## config.mk

```make
export PLATFORM = sky130hd
export DESIGN_NAME = instr_encoder
export DESIGN_NICKNAME = d
export VERILOG_FILES = /design/src/rtl/isa_pkg.sv /design/src/rtl/instr_pack.sv /design/src/rtl/instr_encoder.sv
export SDC_FILE = /design/constraint.sdc
export NUM_CORES = 1
export LEC_CHECK = 0
export ABC_AREA = 0
export CAP_MARGIN = 10
export CORE_MARGIN = 8
export CORE_UTILIZATION = 38
export CTS_BUF_LIST = sky130_fd_sc_hd__clkbuf_4
export DETAILED_ROUTE_END_ITERATION = 10
export DONT_BUFFER_PORTS = 1
export GPL_TIMING_DRIVEN = 0
export PLACE_DENSITY = 0.51
export SLEW_MARGIN = 10
export SYNTH_ARGS = -nofsm -noshare
export SYNTH_HDL_FRONTEND = slang
export SYNTH_SLANG_ARGS = --single-unit
```

## constraint.sdc

```tcl
create_clock -name clk -period 2.21 [get_ports clk]
set_input_delay 0.221 -clock clk [delete_from_list [all_inputs] [get_ports clk]]
set_output_delay 0.221 -clock clk [all_outputs]
set_load 0.01 [all_outputs]
```

## src/rtl/isa_pkg.sv

```systemverilog
// Shared ISA definitions for the 16-bit instruction set: opcodes, formats,
// field positions, immediate ranges and the encoder session states.
package isa_pkg;

  localparam int unsigned OPC_W    = 4;
  localparam int unsigned REG_W    = 3;
  localparam int unsigned IMM_W    = 12;
  localparam int unsigned WORD_W   = 16;
  localparam int unsigned ERRCNT_W = 8;

  localparam int unsigned OP_LSB  = 12;
  localparam int unsigned RD_LSB  = 9;
  localparam int unsigned RS1_LSB = 6;
  localparam int unsigned RS2_LSB = 3;
  localparam int unsigned IMM6_W  = 6;
  localparam int unsigned IMM9_W  = 9;

  localparam logic [OPC_W-1:0] OP_ADD  = 4'h0;
  localparam logic [OPC_W-1:0] OP_SUB  = 4'h1;
  localparam logic [OPC_W-1:0] OP_AND  = 4'h2;
  localparam logic [OPC_W-1:0] OP_OR   = 4'h3;
  localparam logic [OPC_W-1:0] OP_XOR  = 4'h4;
  localparam logic [OPC_W-1:0] OP_SLT  = 4'h5;
  localparam logic [OPC_W-1:0] OP_LUI  = 4'h6;
  localparam logic [OPC_W-1:0] OP_ADDI = 4'h7;
  localparam logic [OPC_W-1:0] OP_ST   = 4'h8;
  localparam logic [OPC_W-1:0] OP_LD   = 4'h9;
  localparam logic [OPC_W-1:0] OP_SHI  = 4'hA;
  localparam logic [OPC_W-1:0] OP_BEQ  = 4'hB;
  localparam logic [OPC_W-1:0] OP_BNE  = 4'hC;
  localparam logic [OPC_W-1:0] OP_JMP  = 4'hD;
  localparam logic [OPC_W-1:0] OP_RSV0 = 4'hE;
  localparam logic [OPC_W-1:0] OP_RSV1 = 4'hF;

  localparam logic signed [IMM_W-1:0] IMM6_MIN = -12'sd32;
  localparam logic signed [IMM_W-1:0] IMM6_MAX = 12'sd31;
  localparam logic signed [IMM_W-1:0] IMM9_MIN = -12'sd256;
  localparam logic signed [IMM_W-1:0] IMM9_MAX = 12'sd255;

  typedef enum logic [2:0] {FMT_R, FMT_U, FMT_I, FMT_J, FMT_RSV} fmt_e;

  typedef enum logic [1:0] {S_IDLE, S_LOAD, S_DRAIN, S_FULL} enc_state_e;

  function automatic fmt_e op_fmt(input logic [OPC_W-1:0] op);
    fmt_e f;
    if (op <= OP_SLT)       f = FMT_R;
    else if (op == OP_LUI)  f = FMT_U;
    else if (op <= OP_BNE)  f = FMT_I;
    else if (op == OP_JMP)  f = FMT_J;
    else                    f = FMT_RSV;
    return f;
  endfunction

  // Store and compare ops put rs2 in the rd slot.
  function automatic logic rd_is_rs2(input logic [OPC_W-1:0] op);
    return (op == OP_ST) || (op == OP_BEQ) || (op == OP_BNE);
  endfunction

  // ImmSrc select as seen by the control unit's immediate generator.
  function automatic logic [1:0] imm_src(input fmt_e f);
    logic [1:0] s;
    case (f)
      FMT_R:   s = 2'b11;
      FMT_I:   s = 2'b01;
      FMT_U:   s = 2'b10;
      default: s = 2'b00;
    endcase
    return s;
  endfunction

endpackage

```

## src/rtl/instr_pack.sv

```systemverilog
// Combinational field packer: opcode + operand fields -> 16-bit word plus a
// legality flag (reserved opcode or out-of-range immediate clears it).
module instr_pack import isa_pkg::*; (
  input  logic [OPC_W-1:0]  opcode_i,
  input  logic [REG_W-1:0]  rd_i,
  input  logic [REG_W-1:0]  rs1_i,
  input  logic [REG_W-1:0]  rs2_i,
  input  logic [IMM_W-1:0]  imm_i,
  output logic [WORD_W-1:0] word_o,
  output logic              legal_o
);

  logic signed [IMM_W-1:0] imm_s;
  assign imm_s = $signed(imm_i);

  always_comb begin
    word_o                  = '0;
    legal_o                 = 1'b0;
    word_o[OP_LSB +: OPC_W] = opcode_i;
    unique case (op_fmt(opcode_i))
      FMT_R: begin
        word_o[RD_LSB  +: REG_W] = rd_i;
        word_o[RS1_LSB +: REG_W] = rs1_i;
        word_o[RS2_LSB +: REG_W] = rs2_i;
        legal_o                  = 1'b1;
      end
      FMT_U: begin
        word_o[RD_LSB +: REG_W]  = rd_i;
        word_o[0 +: IMM9_W]      = imm_i[IMM9_W-1:0];
        legal_o                  = (imm_s >= IMM9_MIN) && (imm_s <= IMM9_MAX);
      end
      FMT_I: begin
        word_o[RD_LSB  +: REG_W] = rd_is_rs2(opcode_i) ? rs2_i : rd_i;
        word_o[RS1_LSB +: REG_W] = rs1_i;
        word_o[0 +: IMM6_W]      = imm_i[IMM6_W-1:0];
        legal_o                  = (imm_s >= IMM6_MIN) && (imm_s <= IMM6_MAX);
      end
      FMT_J: begin
        word_o[0 +: IMM_W]       = imm_i;
        legal_o                  = 1'b1;
      end
      default: legal_o = 1'b0;
    endcase
  end

endmodule

```

## src/rtl/instr_encoder.sv

```systemverilog
// Load-session encoder: packs requests into imem words, drops illegal ones,
// and streams the words to sequential imem addresses through one output register.
module instr_encoder import isa_pkg::*; #(
  parameter int unsigned ADDR_W = 8,
  parameter int unsigned XLEN_I = 16
) (
  input  logic                clk,
  input  logic                rst,
  input  logic                start,
  input  logic                in_valid,
  output logic                in_ready,
  input  logic [OPC_W-1:0]    in_opcode,
  input  logic [REG_W-1:0]    in_rd,
  input  logic [REG_W-1:0]    in_rs1,
  input  logic [REG_W-1:0]    in_rs2,
  input  logic [IMM_W-1:0]    in_imm,
  input  logic                in_last,
  output logic                mem_valid,
  input  logic                mem_ready,
  output logic [ADDR_W-1:0]   mem_addr,
  output logic [XLEN_I-1:0]   mem_wdata,
  output logic                busy,
  output logic                done,
  output logic                err,
  output logic [ERRCNT_W-1:0] err_count
);

  enc_state_e          state_q, state_d;
  logic                vld_q, vld_d;
  logic [ADDR_W-1:0]   addr_q, addr_d;
  logic [XLEN_I-1:0]   wdata_q, wdata_d;
  logic                err_q, err_d;
  logic [ERRCNT_W-1:0] errcnt_q, errcnt_d;

  logic [WORD_W-1:0]   pack_word;
  logic                pack_legal;
  logic                out_free;
  logic [ADDR_W-1:0]   slot_addr;

  instr_pack u_pack (
    .opcode_i (in_opcode),
    .rd_i     (in_rd),
    .rs1_i    (in_rs1),
    .rs2_i    (in_rs2),
    .imm_i    (in_imm),
    .word_o   (pack_word),
    .legal_o  (pack_legal)
  );

  // addr_q tracks completed writes; a pending word always sits at addr_q.
  assign out_free  = !vld_q || mem_ready;
  assign slot_addr = vld_q ? ADDR_W'(addr_q + 1'b1) : addr_q;

  always_comb begin
    state_d  = state_q;
    vld_d    = vld_q;
    addr_d   = addr_q;
    wdata_d  = wdata_q;
    err_d    = err_q;
    errcnt_d = errcnt_q;
    in_ready = 1'b0;
    done     = 1'b0;

    if (vld_q && mem_ready) begin
      vld_d  = 1'b0;
      addr_d = ADDR_W'(addr_q + 1'b1);
    end

    unique case (state_q)
      S_IDLE:  ;
      S_LOAD:  in_ready = out_free;
      S_FULL:  in_ready = 1'b1;
      S_DRAIN: begin
        if (out_free) begin
          state_d = S_IDLE;
          done    = 1'b1;
        end
      end
      default: state_d = S_IDLE;
    endcase

    // start aborts anything in flight and takes priority over a request
    if (start) begin
      in_ready = 1'b0;
      done     = 1'b0;
      state_d  = S_LOAD;
      vld_d    = 1'b0;
      addr_d   = '0;
      err_d    = 1'b0;
      errcnt_d = '0;
    end else if (in_valid && in_ready) begin
      if (state_q == S_LOAD && pack_legal) begin
        vld_d   = 1'b1;
        wdata_d = XLEN_I'(pack_word);
        if (in_last)        state_d = S_DRAIN;
        else if (&slot_addr) state_d = S_FULL;
      end else begin
        err_d = 1'b1;
        if (errcnt_q != {ERRCNT_W{1'b1}}) errcnt_d = ERRCNT_W'(errcnt_q + 1'b1);
        if (in_last) state_d = S_DRAIN;
      end
    end
  end

  always_ff @(posedge clk or posedge rst) begin
    if (rst) begin
      state_q  <= S_IDLE;
      vld_q    <= 1'b0;
      addr_q   <= '0;
      wdata_q  <= '0;
      err_q    <= 1'b0;
      errcnt_q <= '0;
    end else begin
      state_q  <= state_d;
      vld_q    <= vld_d;
      addr_q   <= addr_d;
      wdata_q  <= wdata_d;
      err_q    <= err_d;
      errcnt_q <= errcnt_d;
    end
  end

  assign mem_valid = vld_q;
  assign mem_addr  = addr_q;
  assign mem_wdata = wdata_q;
  assign busy      = (state_q != S_IDLE);
  assign err       = err_q;
  assign err_count = errcnt_q;

endmodule

```

==> metrics.log, run 1 <==
[metrics] unrepaired setup endpoints after global routing: no
[metrics] DR iter-0 viols: 40
[metrics] Sinks on Clock Net: 36
[metrics] pin count of the biggest net entering global routing: 26
[metrics] worst min path class: in2reg
[metrics] synthesis warning total: 0
[metrics] share of async-settable or async-resettable flops after synthesis: 1.000
[metrics] post-synth design cell area: 2110 sq um
[metrics] number of instances resized during post-cts repair: 0
[metrics] deepest level of the CTS H-tree: 2
[metrics] number of endpoints with negative hold slack in the final report: 0
[metrics] final critical-path required period: 1.866 ns
[metrics] die height: 90.51 um
[metrics] count of hold buffers inserted by post-cts repair: 2
[metrics] max-slew violation count: 0
[metrics] mean instance size in the synthesized netlist: 9.252 sq um
[metrics] Post-CTS Setup Repair Bufs: 0
[metrics] share of the yosys chip area belonging to registers: 0.4270
[metrics] number of global-route vias before repair: 1721
[metrics] power per cell area: 678.1 nW/um^2
[metrics] clock insertion delay at the later pin of the skew report: 0.33 ns
[metrics] data arrival time of the critical path: 2.08 ns
[metrics] share of post-route cells with drive strength above 1: 0.1255
[metrics] Maximum Capacitance Violations: 0
[metrics] peak fanout along the critical path: 10
[metrics] detailed placer's ending HPWL: 4189 um
[metrics] number of standard cells after synthesis: 228
[metrics] clock tree buffer depth: 2
[metrics] CTS clk-pin slew, worst paths: 0.11 ns
[metrics] critical path required time: 2.43 ns
[metrics] number of enable flip-flop cells after synthesis: 0
[metrics] number of optimization iterations in the first detailed-route pass: 4
[metrics] Worst Setup Start Kind: flop
[metrics] leading post-synthesis cells by cell area: sky130_fd_sc_hd__dfrtp_1 (43%), sky130_fd_sc_hd__a21oi_1 (4.5%), sky130_fd_sc_hd__nand3_1 (3.6%), sky130_fd_sc_hd__nor2_1 (3.2%), sky130_fd_sc_hd__xor2_1 (2.9%)
[metrics] flip-flop and latch count after synthesis: 36
[metrics] final-stage net count: 271
[metrics] placement-stage worst setup slack: 0.2840 ns
[metrics] antenna-violating nets left: 0
[metrics] TritonCTS clock tree: built
[metrics] maximum resistive drop on vdd: 244.8 uV
[metrics] Via-to-Cell Ratio: 5.553
[metrics] port bufs: 0
[metrics] number of placement rows: 27
[metrics] Synth-to-Final Area Change: 8.837%
[metrics] Max-Slew Margin vs Limit: 0.6529
[metrics] cell type with the largest total area after synthesis: sky130_fd_sc_hd__dfrtp_1
[metrics] DRC violations left: 0
[metrics] GRT Total Usage: 0.1399
[metrics] buffer type at the clock tree root: sky130_fd_sc_hd__clkbuf_4
[metrics] total via count after detailed routing: 1727
[metrics] run status: completed
[metrics] highest achievable clock rate: 535.8 MHz
[metrics] distinct cell type count after synthesis: 50
[metrics] total die area: 8191 sq um
[metrics] total clock buffers created by CTS: 5
[metrics] static leakage: 0.9168 nW
[metrics] final worst-path setup slack: 0.3438 ns
[metrics] Die W: 90.51 um
[metrics] effective utilization at floorplan: 0.3879
[metrics] total core area: 5439 sq um
[metrics] skew final: 0.009447 ns
[metrics] total of endpoints with negative setup slack in the final report: 0
[metrics] Syn Nets: 261
[metrics] last weighted congestion value of the routability-driven placer: 0.7421
[metrics] DRT Wirelength: 5582 um
[metrics] global route overflow: 0
[metrics] Crit. End Element: flop
[metrics] I/O Pins: 68
[metrics] final total negative setup slack: 0 ns
[metrics] Worst Tran Pin Value: 0.5207 ns
[metrics] antenna violations before repair: 0
[metrics] share of the clock period used by the worst path after layout: 0.8444
[metrics] kind of critical path: reg2reg
[metrics] number of diodes: 0
[metrics] global-route wire length before repair: 9246 um
[metrics] fraction of post-synthesis cell area in the top cell type by area: 0.4270
[metrics] Routed wire per std cell: 17.95 um
[metrics] Primary FF master, synth: sky130_fd_sc_hd__dfrtp_1
==> area by class of cell <==
cell class                      instances  area, sq um
Buffer                                 14        85.08
Clock buffer                            7        52.55
Clock inverter                          1        3.754
Fill cell                             526         3143
Inverter                               10        37.54
Multi-Input combinational cell        168         1086
Sequential cell                        36        900.9
Tap cell                               72        90.09
Timing Repair Buffer                    3        40.04
==> placed cells by master (no fill, tap or decap), types with 6 or more instances in the layout <==
| cell | count |
|---|---|
| sky130_fd_sc_hd__a22oi_1 | 6 |
| sky130_fd_sc_hd__nand4_1 | 6 |
| sky130_fd_sc_hd__clkbuf_4 | 7 |
| sky130_fd_sc_hd__nor2_1 | 18 |
| sky130_fd_sc_hd__nand2_1 | 12 |
| sky130_fd_sc_hd__inv_1 | 9 |
| sky130_fd_sc_hd__xor2_1 | 7 |
| sky130_fd_sc_hd__o21ai_1 | 8 |
| sky130_fd_sc_hd__or3_1 | 6 |
| sky130_fd_sc_hd__nand3_1 | 15 |
| sky130_fd_sc_hd__a21oi_1 | 19 |
| sky130_fd_sc_hd__a31oi_1 | 7 |
| sky130_fd_sc_hd__nor2b_1 | 6 |
| sky130_fd_sc_hd__dfrtp_1 | 36 |
| sky130_fd_sc_hd__clkbuf_1 | 6 |
==> cell usage after synthesis (2+ instances only) <==
cell and n:
sky130_fd_sc_hd__ha_1 2, sky130_fd_sc_hd__buf_4 4, sky130_fd_sc_hd__xor2_1 7, sky130_fd_sc_hd__o21ai_1 8
sky130_fd_sc_hd__nand4_1 6, sky130_fd_sc_hd__a21o_1 2, sky130_fd_sc_hd__mux2_1 4, sky130_fd_sc_hd__nor3_2 2
sky130_fd_sc_hd__buf_2 2, sky130_fd_sc_hd__nor2_1 18, sky130_fd_sc_hd__nand2b_1 3, sky130_fd_sc_hd__o221ai_1 3
sky130_fd_sc_hd__nor2b_1 6, sky130_fd_sc_hd__nand2_1 12, sky130_fd_sc_hd__clkbuf_1 6, sky130_fd_sc_hd__o21ai_0 5
sky130_fd_sc_hd__a31oi_1 7, sky130_fd_sc_hd__mux2_2 4, sky130_fd_sc_hd__xnor2_1 2, sky130_fd_sc_hd__o211ai_1 4
sky130_fd_sc_hd__inv_1 10, sky130_fd_sc_hd__nand3_1 15, sky130_fd_sc_hd__a21oi_1 19, sky130_fd_sc_hd__or4_1 3
sky130_fd_sc_hd__mux2i_1 2, sky130_fd_sc_hd__dfrtp_1 36, sky130_fd_sc_hd__a22oi_1 6, sky130_fd_sc_hd__or3_1 6
sky130_fd_sc_hd__o31ai_1 2, sky130_fd_sc_hd__buf_6 2
==> worst max-delay path, stage by stage, from the launching register on <==
cell and delay [ns]:
sky130_fd_sc_hd__dfrtp_1 0.51, sky130_fd_sc_hd__nand2b_1 0.20, sky130_fd_sc_hd__o211a_2 0.25, sky130_fd_sc_hd__nand2b_1 0.11
sky130_fd_sc_hd__nor3_2 0.17, sky130_fd_sc_hd__buf_6 0.18, sky130_fd_sc_hd__mux2_1 0.33
==> routing by layer <==
layer  up-vias  track usage  part of all wire
met2        51       0.2199              0.45
met1       826       0.1661              0.44
li1        844            -                 -
met4         0      0.04161             0.012
met3         6      0.06401             0.099
met5         -            0                 0
==> worst paths after layout <==
| kind | startpoint | to | slack [ns] | cells past startpoint |
|---|---|---|---|---|
| worst max-delay path | mem_valid$_DFF_PP0_ | mem_wdata[14]$_DFFE_PP0P_ | 0.34 | 6 |
| min in group asynchronous | rst | mem_wdata[13]$_DFFE_PP0P_ | 0.28 | 2 |
| worst min register to register | mem_wdata[13]$_DFFE_PP0P_ | mem_wdata[13]$_DFFE_PP0P_ | 0.58 | 1 |
| worst min-delay path | mem_ready | mem_addr[1]$_DFFE_PP0P_ | 0.02 | 2 |
| max in group asynchronous | rst | mem_wdata[11]$_DFFE_PP0P_ | 1.51 | 3 |
| worst max register to register | mem_valid$_DFF_PP0_ | mem_wdata[14]$_DFFE_PP0P_ | 0.34 | 6 |
==> state kept, by name, summed over array words and instances (netlist names) <==
signal     flops
err            1
err_count      8
mem_addr       8
mem_valid      1
mem_wdata     16
state_q        2
==> where the power goes <==
part           internal (W)  switching [W]  leakage, nW
Clock              0.000147       0.000218       0.0338
Combinational      0.000122       0.000145        0.420
Sequential         0.000776       0.000148        0.463
==> logic make-up after synthesis <==
family | Yosys count | synth area share
adders and majority gates | 2 | 0.01186
buffers and inverters | 24 | 0.05813
muxes | 10 | 0.05219
AOI/OAI and AO/OA | 65 | 0.1999
xor gates and xnor gates | 9 | 0.03737
and+or+nand+nor | 82 | 0.2135
DFF | 36 | 0.4270
==> metrics by stage <==
step | hold slack, ns | total power (W) | instances | utilization | area [sq um]
finish | 0.01813 | 0.001557 | 311 | 0.4221 | 2296
global route | 0.002439 | 0.001667 | 311 | 0.4221 | 2296
CTS | 0.0003419 | 0.001591 | 311 | 0.4221 | 2296
detailed placement | 0.06909 | 0.001214 | 301 | 0.4081 | 2220
global placement | 0.3632 | 0.001200 | 300 | 0.4044 | 2200
floorplan | 0.3572 | 0.001127 | 228 | - | 2110
Power figures use the tool's default switching activity.
==> run 2, diff against run 1 <==
- ABC_AREA: 0 -> 1
- PLACE_DENSITY: 0.51 -> 0.53
- clock period: 2.21 -> 1.6 ns (I/O delays scaled with it)
==> run 2 against run 1 <==
Routed wire length up 3.5%. The flow now finishes with violations (hold timing). Final area increased by 7.9%. Critical path depth rose by 4. Non-clock buffer count is 4 higher. Clock-buffer cell count down 2. Largest cell class unchanged. Flip-flop and latch count stayed put.
==> metrics.log, run 2 <==
[metrics] number of flip-flops under the largest register name: 16
[metrics] number of standard cells after synthesis: 286
[metrics] distinct cell type count after synthesis: 26
[metrics] clock insertion delay at the later pin of the skew report: 0.34 ns
[metrics] mean instance size in the synthesized netlist: 7.288 sq um
[metrics] most common cell after layout, fill and taps aside: sky130_fd_sc_hd__nand2_1
[metrics] Maximum Capacitance Violations: 0
[metrics] routed length on met3: 476 um
[metrics] violated checks: hold timing
[metrics] highest achievable clock rate: 642.4 MHz
[metrics] final critical-path required period: 1.557 ns
[metrics] Worst Tran Pin Value: 0.7690 ns
[metrics] synthesis warning total: 0
[metrics] final core utilization: 0.4583
[metrics] data arrival time of the critical path: 1.80 ns
[metrics] Syn Nets: 319
[metrics] TritonCTS clock tree: built
[metrics] die height: 90.07 um
[metrics] commonest cells after routing, fill and taps aside: sky130_fd_sc_hd__nand2_1 (95), sky130_fd_sc_hd__dfrtp_1 (31), sky130_fd_sc_hd__nor2_1 (30)
[metrics] area of combinational cells with multiple inputs: 1127 sq um
[metrics] share of the yosys chip area belonging to registers: 0.4322
[metrics] I/O Pins: 68
[metrics] area used by sequential logic in the layout: 907.1 sq um
[metrics] Inst Count DP: 358
[metrics] number of endpoints with negative hold slack in the final report: 1
[metrics] number of placement rows: 27
[metrics] total via count after detailed routing: 1924
[metrics] final-stage net count: 342
[metrics] clock tree buffer depth: 2
[metrics] total clock buffers created by CTS: 5
[metrics] antenna-violating nets left: 0
[metrics] Via-to-Cell Ratio: 5.037
[metrics] port bufs: 0
[metrics] Synth-to-Final Area Change: 18.85%
[metrics] count of hold buffers inserted by post-cts repair: 8
[metrics] global route overflow: 0
[metrics] max-slew violation count: 0
[metrics] CTS clk-pin slew, worst paths: 0.12 ns
[metrics] skew final: 0.006086 ns
[metrics] maximum resistive drop on vdd: 475.6 uV
[metrics] unrepaired setup endpoints after global routing: yes
[metrics] Die W: 90.07 um
[metrics] last weighted congestion value of the routability-driven placer: 0.8212
[metrics] peak fanout along the critical path: 6
[metrics] total die area: 8112 sq um
[metrics] DRC violations left: 0
[metrics] fill cell total of the finished layout: 553
[metrics] number of optimization iterations in the first detailed-route pass: 4
[metrics] peak per-stage delay on the critical path: 0.47 ns
[metrics] Crit. End Element: flop
[metrics] Routed wire per std cell: 15.13 um
[metrics] kind of critical path: reg2reg
[metrics] DRT Wirelength: 5780 um
[metrics] amount of wire on met2 after detailed routing: 2728 um
[metrics] antenna violations before repair: 0
[metrics] number of diodes: 0
[metrics] Primary FF master, synth: sky130_fd_sc_hd__dfrtp_1
[metrics] total of endpoints with negative setup slack in the final report: 0
[metrics] share of post-route cells with drive strength above 1: 0.1613
[metrics] total core area: 5405 sq um
[metrics] number of global-route vias before repair: 1885
[metrics] critical path required time: 1.85 ns
[metrics] static leakage: 1.210 nW
[metrics] pin count of the biggest net entering global routing: 37
[metrics] most used standard cells in the synthesized netlist: sky130_fd_sc_hd__nand2_1 (98), sky130_fd_sc_hd__dfrtp_1 (36), sky130_fd_sc_hd__nor2_1 (32), sky130_fd_sc_hd__inv_1 (27), sky130_fd_sc_hd__o21ai_0 (20)
[metrics] DR iter-0 viols: 51
[metrics] power consumption: 0.002231 W
[metrics] worst min path class: in2reg
[metrics] Met1 Routed Length: 2482 um
[metrics] final hold slack: -0.06237 ns
[metrics] global-route wire length before repair: 9280 um
[metrics] buffer type at the clock tree root: sky130_fd_sc_hd__clkbuf_4
[metrics] post-synth design cell area: 2084 sq um
[metrics] number of enable flip-flop cells after synthesis: 0
[metrics] Worst path slowest cell: sky130_fd_sc_hd__dfrtp_2
[metrics] Worst Setup Start Kind: flop
[metrics] Max-Slew Margin vs Limit: 0.4866
[metrics] cell type with the largest total area after synthesis: sky130_fd_sc_hd__dfrtp_1
[metrics] fraction of post-synthesis cell area in the top cell type by area: 0.4322
[metrics] Finished Layout Cells: 382
[metrics] GRT Total Usage: 0.1393
[metrics] placed inst area: 2180 sq um
[metrics] Sinks on Clock Net: 36
[metrics] post-route cell area: 2477 sq um
[metrics] run status: finished, violations left
[metrics] deepest level of the CTS H-tree: 2
[metrics] highest routed layer: met4
[metrics] power per cell area: 900.5 nW/um^2
[metrics] ordered cell list for the critical path: inv_2, nor2_2, nand2_2, nand3_4, nor2_4, nand3_4, buf_6, clkbuf_16, nand2_2, nand2_1
[metrics] effective utilization at floorplan: 0.3856
[metrics] most numerous cell in the Yosys netlist: sky130_fd_sc_hd__nand2_1
[metrics] detailed placer's ending HPWL: 4165 um
[metrics] flip-flop and latch count after synthesis: 36
[metrics] share of async-settable or async-resettable flops after synthesis: 1.000
[metrics] share of the clock period used by the worst path after layout: 0.9728
[metrics] leading post-synthesis cells by cell area: sky130_fd_sc_hd__dfrtp_1 (43%), sky130_fd_sc_hd__nand2_1 (18%), sky130_fd_sc_hd__nor2_1 (5.8%), sky130_fd_sc_hd__inv_1 (4.9%), sky130_fd_sc_hd__o21ai_0 (4.8%)
==> run 2: routing by layer <==
layer,global-route usage,vias up
met5,0,-
met4,0.04716,0
met1,0.1562,883
met2,0.2331,58
met3,0.05736,7
li1,-,976
==> run 2: final timing paths <==
path / to / slack, ns / cells past startpoint / startpoint
setup reg to reg: mem_wdata[12]$_DFFE_PP0P_ / 0.04 / 10 / mem_valid$_DFF_PP0_
setup / recovery: mem_wdata[12]$_DFFE_PP0P_ / 0.04 / 10 / mem_valid$_DFF_PP0_
hold / removal: mem_wdata[14]$_DFFE_PP0P_ / -0.06 / 2 / in_opcode[2]
max in group asynchronous: mem_addr[0]$_DFFE_PP0P_ / 0.64 / 2 / rst
min in group asynchronous: mem_wdata[14]$_DFFE_PP0P_ / 0.39 / 2 / rst
hold reg to reg: mem_wdata[14]$_DFFE_PP0P_ / 0.56 / 2 / mem_wdata[14]$_DFFE_PP0P_
==> run 2: power breakdown <==
part | leakage [nW] | switching (W) | total (W) | internal [W]
Sequential | 0.467 | 0.000232 | 0.00131 | 0.00108
Combinational | 0.711 | 0.000261 | 0.000444 | 0.000182
Clock | 0.0324 | 0.000318 | 0.000480 | 0.000162
==> run 2: logic make-up after synthesis <==
family,count (synthesis),share of synthesized area
AO/OA/AOI/OAI,38,0.1056
AND/OR/NAND/NOR,170,0.3535
flip-flops,36,0.4322
adder cells (fa/ha/maj),2,0.01200
buffers and inverters,33,0.06722
XOR/XNOR,7,0.02941
==> run 2: cell type report <==
class | count | share of cell area
multi-input combinational | 217 | 0.4550
timing repair buffer | 16 | 0.06263
inverter | 28 | 0.04242
sequential | 36 | 0.3662
tap | 72 | 0.03636
clock buffer | 5 | 0.01515
buffer | 5 | 0.01667
clock inverter | 3 | 0.005556
==> run 2: worst max-delay path: cells and delay by family, from the launching register on <==
kind / cells / cell delay, ns
AND/OR/NAND/NOR: 7 / 0.61
buffers and inverters: 3 / 0.41
flip-flops: 1 / 0.47
==> run 2: what timing repair did <==
action,4_1_cts,5_1_grt
pin swaps,1,14
cloned,0,2
setup endpoints to repair,26,28
gates resized for setup,4,23
hold endpoints to repair,45,1
setup buffers,1,5
==> run 2: stage by stage <==
stage	worst slack (ns)	setup TNS (ns)
floorplan	0.04662	0
global placement	-0.2746	-2.789
detailed placement	-0.2818	-2.671
CTS	-0.01911	-0.1038
global route	-0.06078	-0.6058
finish	0.04344	0
==> run 3, diff against run 2 <==
- CTS_BUF_LIST: sky130_fd_sc_hd__clkbuf_4 -> sky130_fd_sc_hd__clkbuf_8
==> run 3 against run 2 <==
The flow now finishes without violations. Via count down 0.26%. Combinational power down 2%. Critical path depth unchanged. Largest cell class unchanged. Clock power up 43%. Critical endpoint unchanged. Flip-flop and latch count unchanged. Setup slack better by 0.018 ns.
==> metrics.log, run 3 (synthesis gave the netlist of run 2 again) <==
[metrics] TritonCTS clock tree: built
[metrics] effective utilization at floorplan: 0.3856
[metrics] peak fanout along the critical path: 6
[metrics] final critical-path required period: 1.538 ns
[metrics] highest achievable clock rate: 650.1 MHz
[metrics] number of optimization iterations in the first detailed-route pass: 4
[metrics] Max-Slew Margin vs Limit: 0.4870
[metrics] Worst Tran Pin Value: 0.7684 ns
[metrics] power per cell area: 993.0 nW/um^2
[metrics] Via-to-Cell Ratio: 5.117
[metrics] max-slew violation count: 0
[metrics] Cell Int Power: 0.001597 W
[metrics] global route overflow: 0
[metrics] sequential fraction of design power: 0.540
[metrics] final-stage net count: 335
[metrics] Maximum Capacitance Violations: 0
[metrics] number of placement rows: 27
[metrics] number of cells traversed by the worst register-to-register path: 10
[metrics] clock insertion delay at the later pin of the skew report: 0.29 ns
[metrics] total of endpoints with negative setup slack in the final report: 0
[metrics] pin count of the biggest net entering global routing: 37
[metrics] kind of critical path: reg2reg
[metrics] GRT Total Usage: 0.1381
[metrics] power share of the clock group: 0.281
[metrics] run status: completed
[metrics] Sinks on Clock Net: 36
[metrics] maximum resistive drop on vdd: 510.7 uV
[metrics] Hold Path Stages: 2
[metrics] final hold slack: 0.01482 ns
[metrics] final core utilization: 0.4539
[metrics] number of flip-flops under the largest register name: 16
[metrics] total core area: 5405 sq um
[metrics] Synth-to-Final Area Change: 17.71%
[metrics] detailed placer's ending HPWL: 4165 um
[metrics] number of endpoints with negative hold slack in the final report: 0
[metrics] deepest level of the CTS H-tree: 2
[metrics] DR iter-0 viols: 42
[metrics] global-route wire length before repair: 9149 um
[metrics] skew final: 0.005159 ns
[metrics] switching power of the nets: 0.0008391 W
[metrics] share of the clock period used by the worst path after layout: 0.9614
[metrics] Crit. End Element: flop
[metrics] last weighted congestion value of the routability-driven placer: 0.8212
[metrics] commonest cells after routing, fill and taps aside: sky130_fd_sc_hd__nand2_1 (91), sky130_fd_sc_hd__dfrtp_1 (31), sky130_fd_sc_hd__nor2_1 (29)
[metrics] data arrival time of the critical path: 1.73 ns
[metrics] static leakage: 1.203 nW
[metrics] clock tree buffer depth: 2
[metrics] total die area: 8112 sq um
[metrics] number of diodes: 0
[metrics] DRT Wirelength: 5737 um
[metrics] unrepaired setup endpoints after global routing: yes
[metrics] DRC violations left: 0
[metrics] buffer type at the clock tree root: sky130_fd_sc_hd__clkbuf_8
[metrics] antenna-violating nets left: 0
[metrics] CTS clk-pin slew, worst paths: 0.08 ns
[metrics] fraction of power consumed by combinational cells: 0.178
[metrics] I/O Pins: 68
[metrics] most common cell after layout, fill and taps aside: sky130_fd_sc_hd__nand2_1
[metrics] die height: 90.07 um
[metrics] critical path required time: 1.79 ns
[metrics] Routed wire per std cell: 15.30 um
[metrics] Die W: 90.07 um
[metrics] total via count after detailed routing: 1919
[metrics] total clock buffers created by CTS: 5
[metrics] Worst Setup Start Kind: flop
[metrics] worst min path class: in2reg
[metrics] switching power share of the total: 0.3444
[metrics] port bufs: 0
[metrics] antenna violations before repair: 0
[metrics] number of global-route vias before repair: 1854
[metrics] share of post-route cells with drive strength above 1: 0.1683
-- run 3: changes by cell type in the layout (fill, tap and decap cells not counted), sizes merged --
cell,change
dlygate4sd3,-4
buf,-3
clkbuf,+1
clkinv,-1
-- run 3: cell type report --
cell class | instances | area [sq um]
buffer | 5 | 41.29
clock buffer | 6 | 82.58
clock inverter | 2 | 10.01
fill | 556 | 2952
inverter | 28 | 105.1
multi-input combinational | 217 | 1125
sequential | 36 | 907.1
tap | 72 | 90.09
timing repair buffer | 9 | 92.59
-- run 3: per-layer routing --
layer | up-vias | track usage | wire length (um)
met3 | 9 | 0.06234 | 540
li1 | 959 | - | -
met2 | 85 | 0.2307 | 2744
met5 | - | 0 | 0
met4 | 0 | 0.04161 | 72
met1 | 866 | 0.1537 | 2380
-- run 3: stage by stage --
stage | area, sq um | TNS, ns | worst slack [ns] | power [W] | instances
2_1_floorplan | 2090 | 0 | 0.04662 | 0.001582 | 286
4_1_cts | 2315 | -0.08096 | -0.01630 | 0.002409 | 370
3_3_place_gp | 2180 | -2.789 | -0.2746 | 0.001698 | 358
6_report | 2454 | 0 | 0.06182 | 0.002436 | 375
3_5_place_dp | 2180 | -2.671 | -0.2818 | 0.001707 | 358
5_1_grt | 2454 | -0.2584 | -0.03930 | 0.002592 | 375
-- run 3: power groups by stage --
stage | Combinational, W | Sequential (W) | Clock, W
3_3_place_gp | 0.000376 | 0.00132 | 0
3_5_place_dp | 0.000389 | 0.00132 | 0
4_1_cts | 0.000395 | 0.00131 | 0.000706
5_1_grt | 0.000515 | 0.00134 | 0.000738
6_report | 0.000434 | 0.00132 | 0.000685
2_1_floorplan | 0.000314 | 0.00127 | 0
-- run 3: final timing paths --
kind | start | end | slack [ns]
worst max-delay path | mem_valid$_DFF_PP0_ | mem_wdata[12]$_DFFE_PP0P_ | 0.06
worst min-delay path | in_imm[0] | mem_wdata[0]$_DFFE_PP0P_ | 0.01
worst max register to register | mem_valid$_DFF_PP0_ | mem_wdata[12]$_DFFE_PP0P_ | 0.06
worst min register to register | mem_wdata[6]$_DFFE_PP0P_ | mem_wdata[6]$_DFFE_PP0P_ | 0.56
max in group asynchronous | rst | mem_addr[0]$_DFFE_PP0P_ | 0.58
min in group asynchronous | rst | mem_wdata[14]$_DFFE_PP0P_ | 0.45
-- run 3: critical path, stage by stage, from the launching register on --
cell	delay, ns
sky130_fd_sc_hd__dfrtp_2	0.45
sky130_fd_sc_hd__inv_2	0.08
sky130_fd_sc_hd__nor2_2	0.05
sky130_fd_sc_hd__nand2_2	0.09
sky130_fd_sc_hd__nand3_4	0.10
sky130_fd_sc_hd__nor2_4	0.17
sky130_fd_sc_hd__nand3_4	0.10
sky130_fd_sc_hd__buf_6	0.15
sky130_fd_sc_hd__clkbuf_16	0.16
sky130_fd_sc_hd__nand2_2	0.05
sky130_fd_sc_hd__nand2_1	0.05
-- run 3: repair_timing --
item	CTS	global route
gates cloned	0	2
hold buffers	3	1
endpoints found under the hold margin	40	1
pin swaps	1	10
endpoints found under the setup margin	25	28
gates resized for setup	3	25
setup buffers	1	2
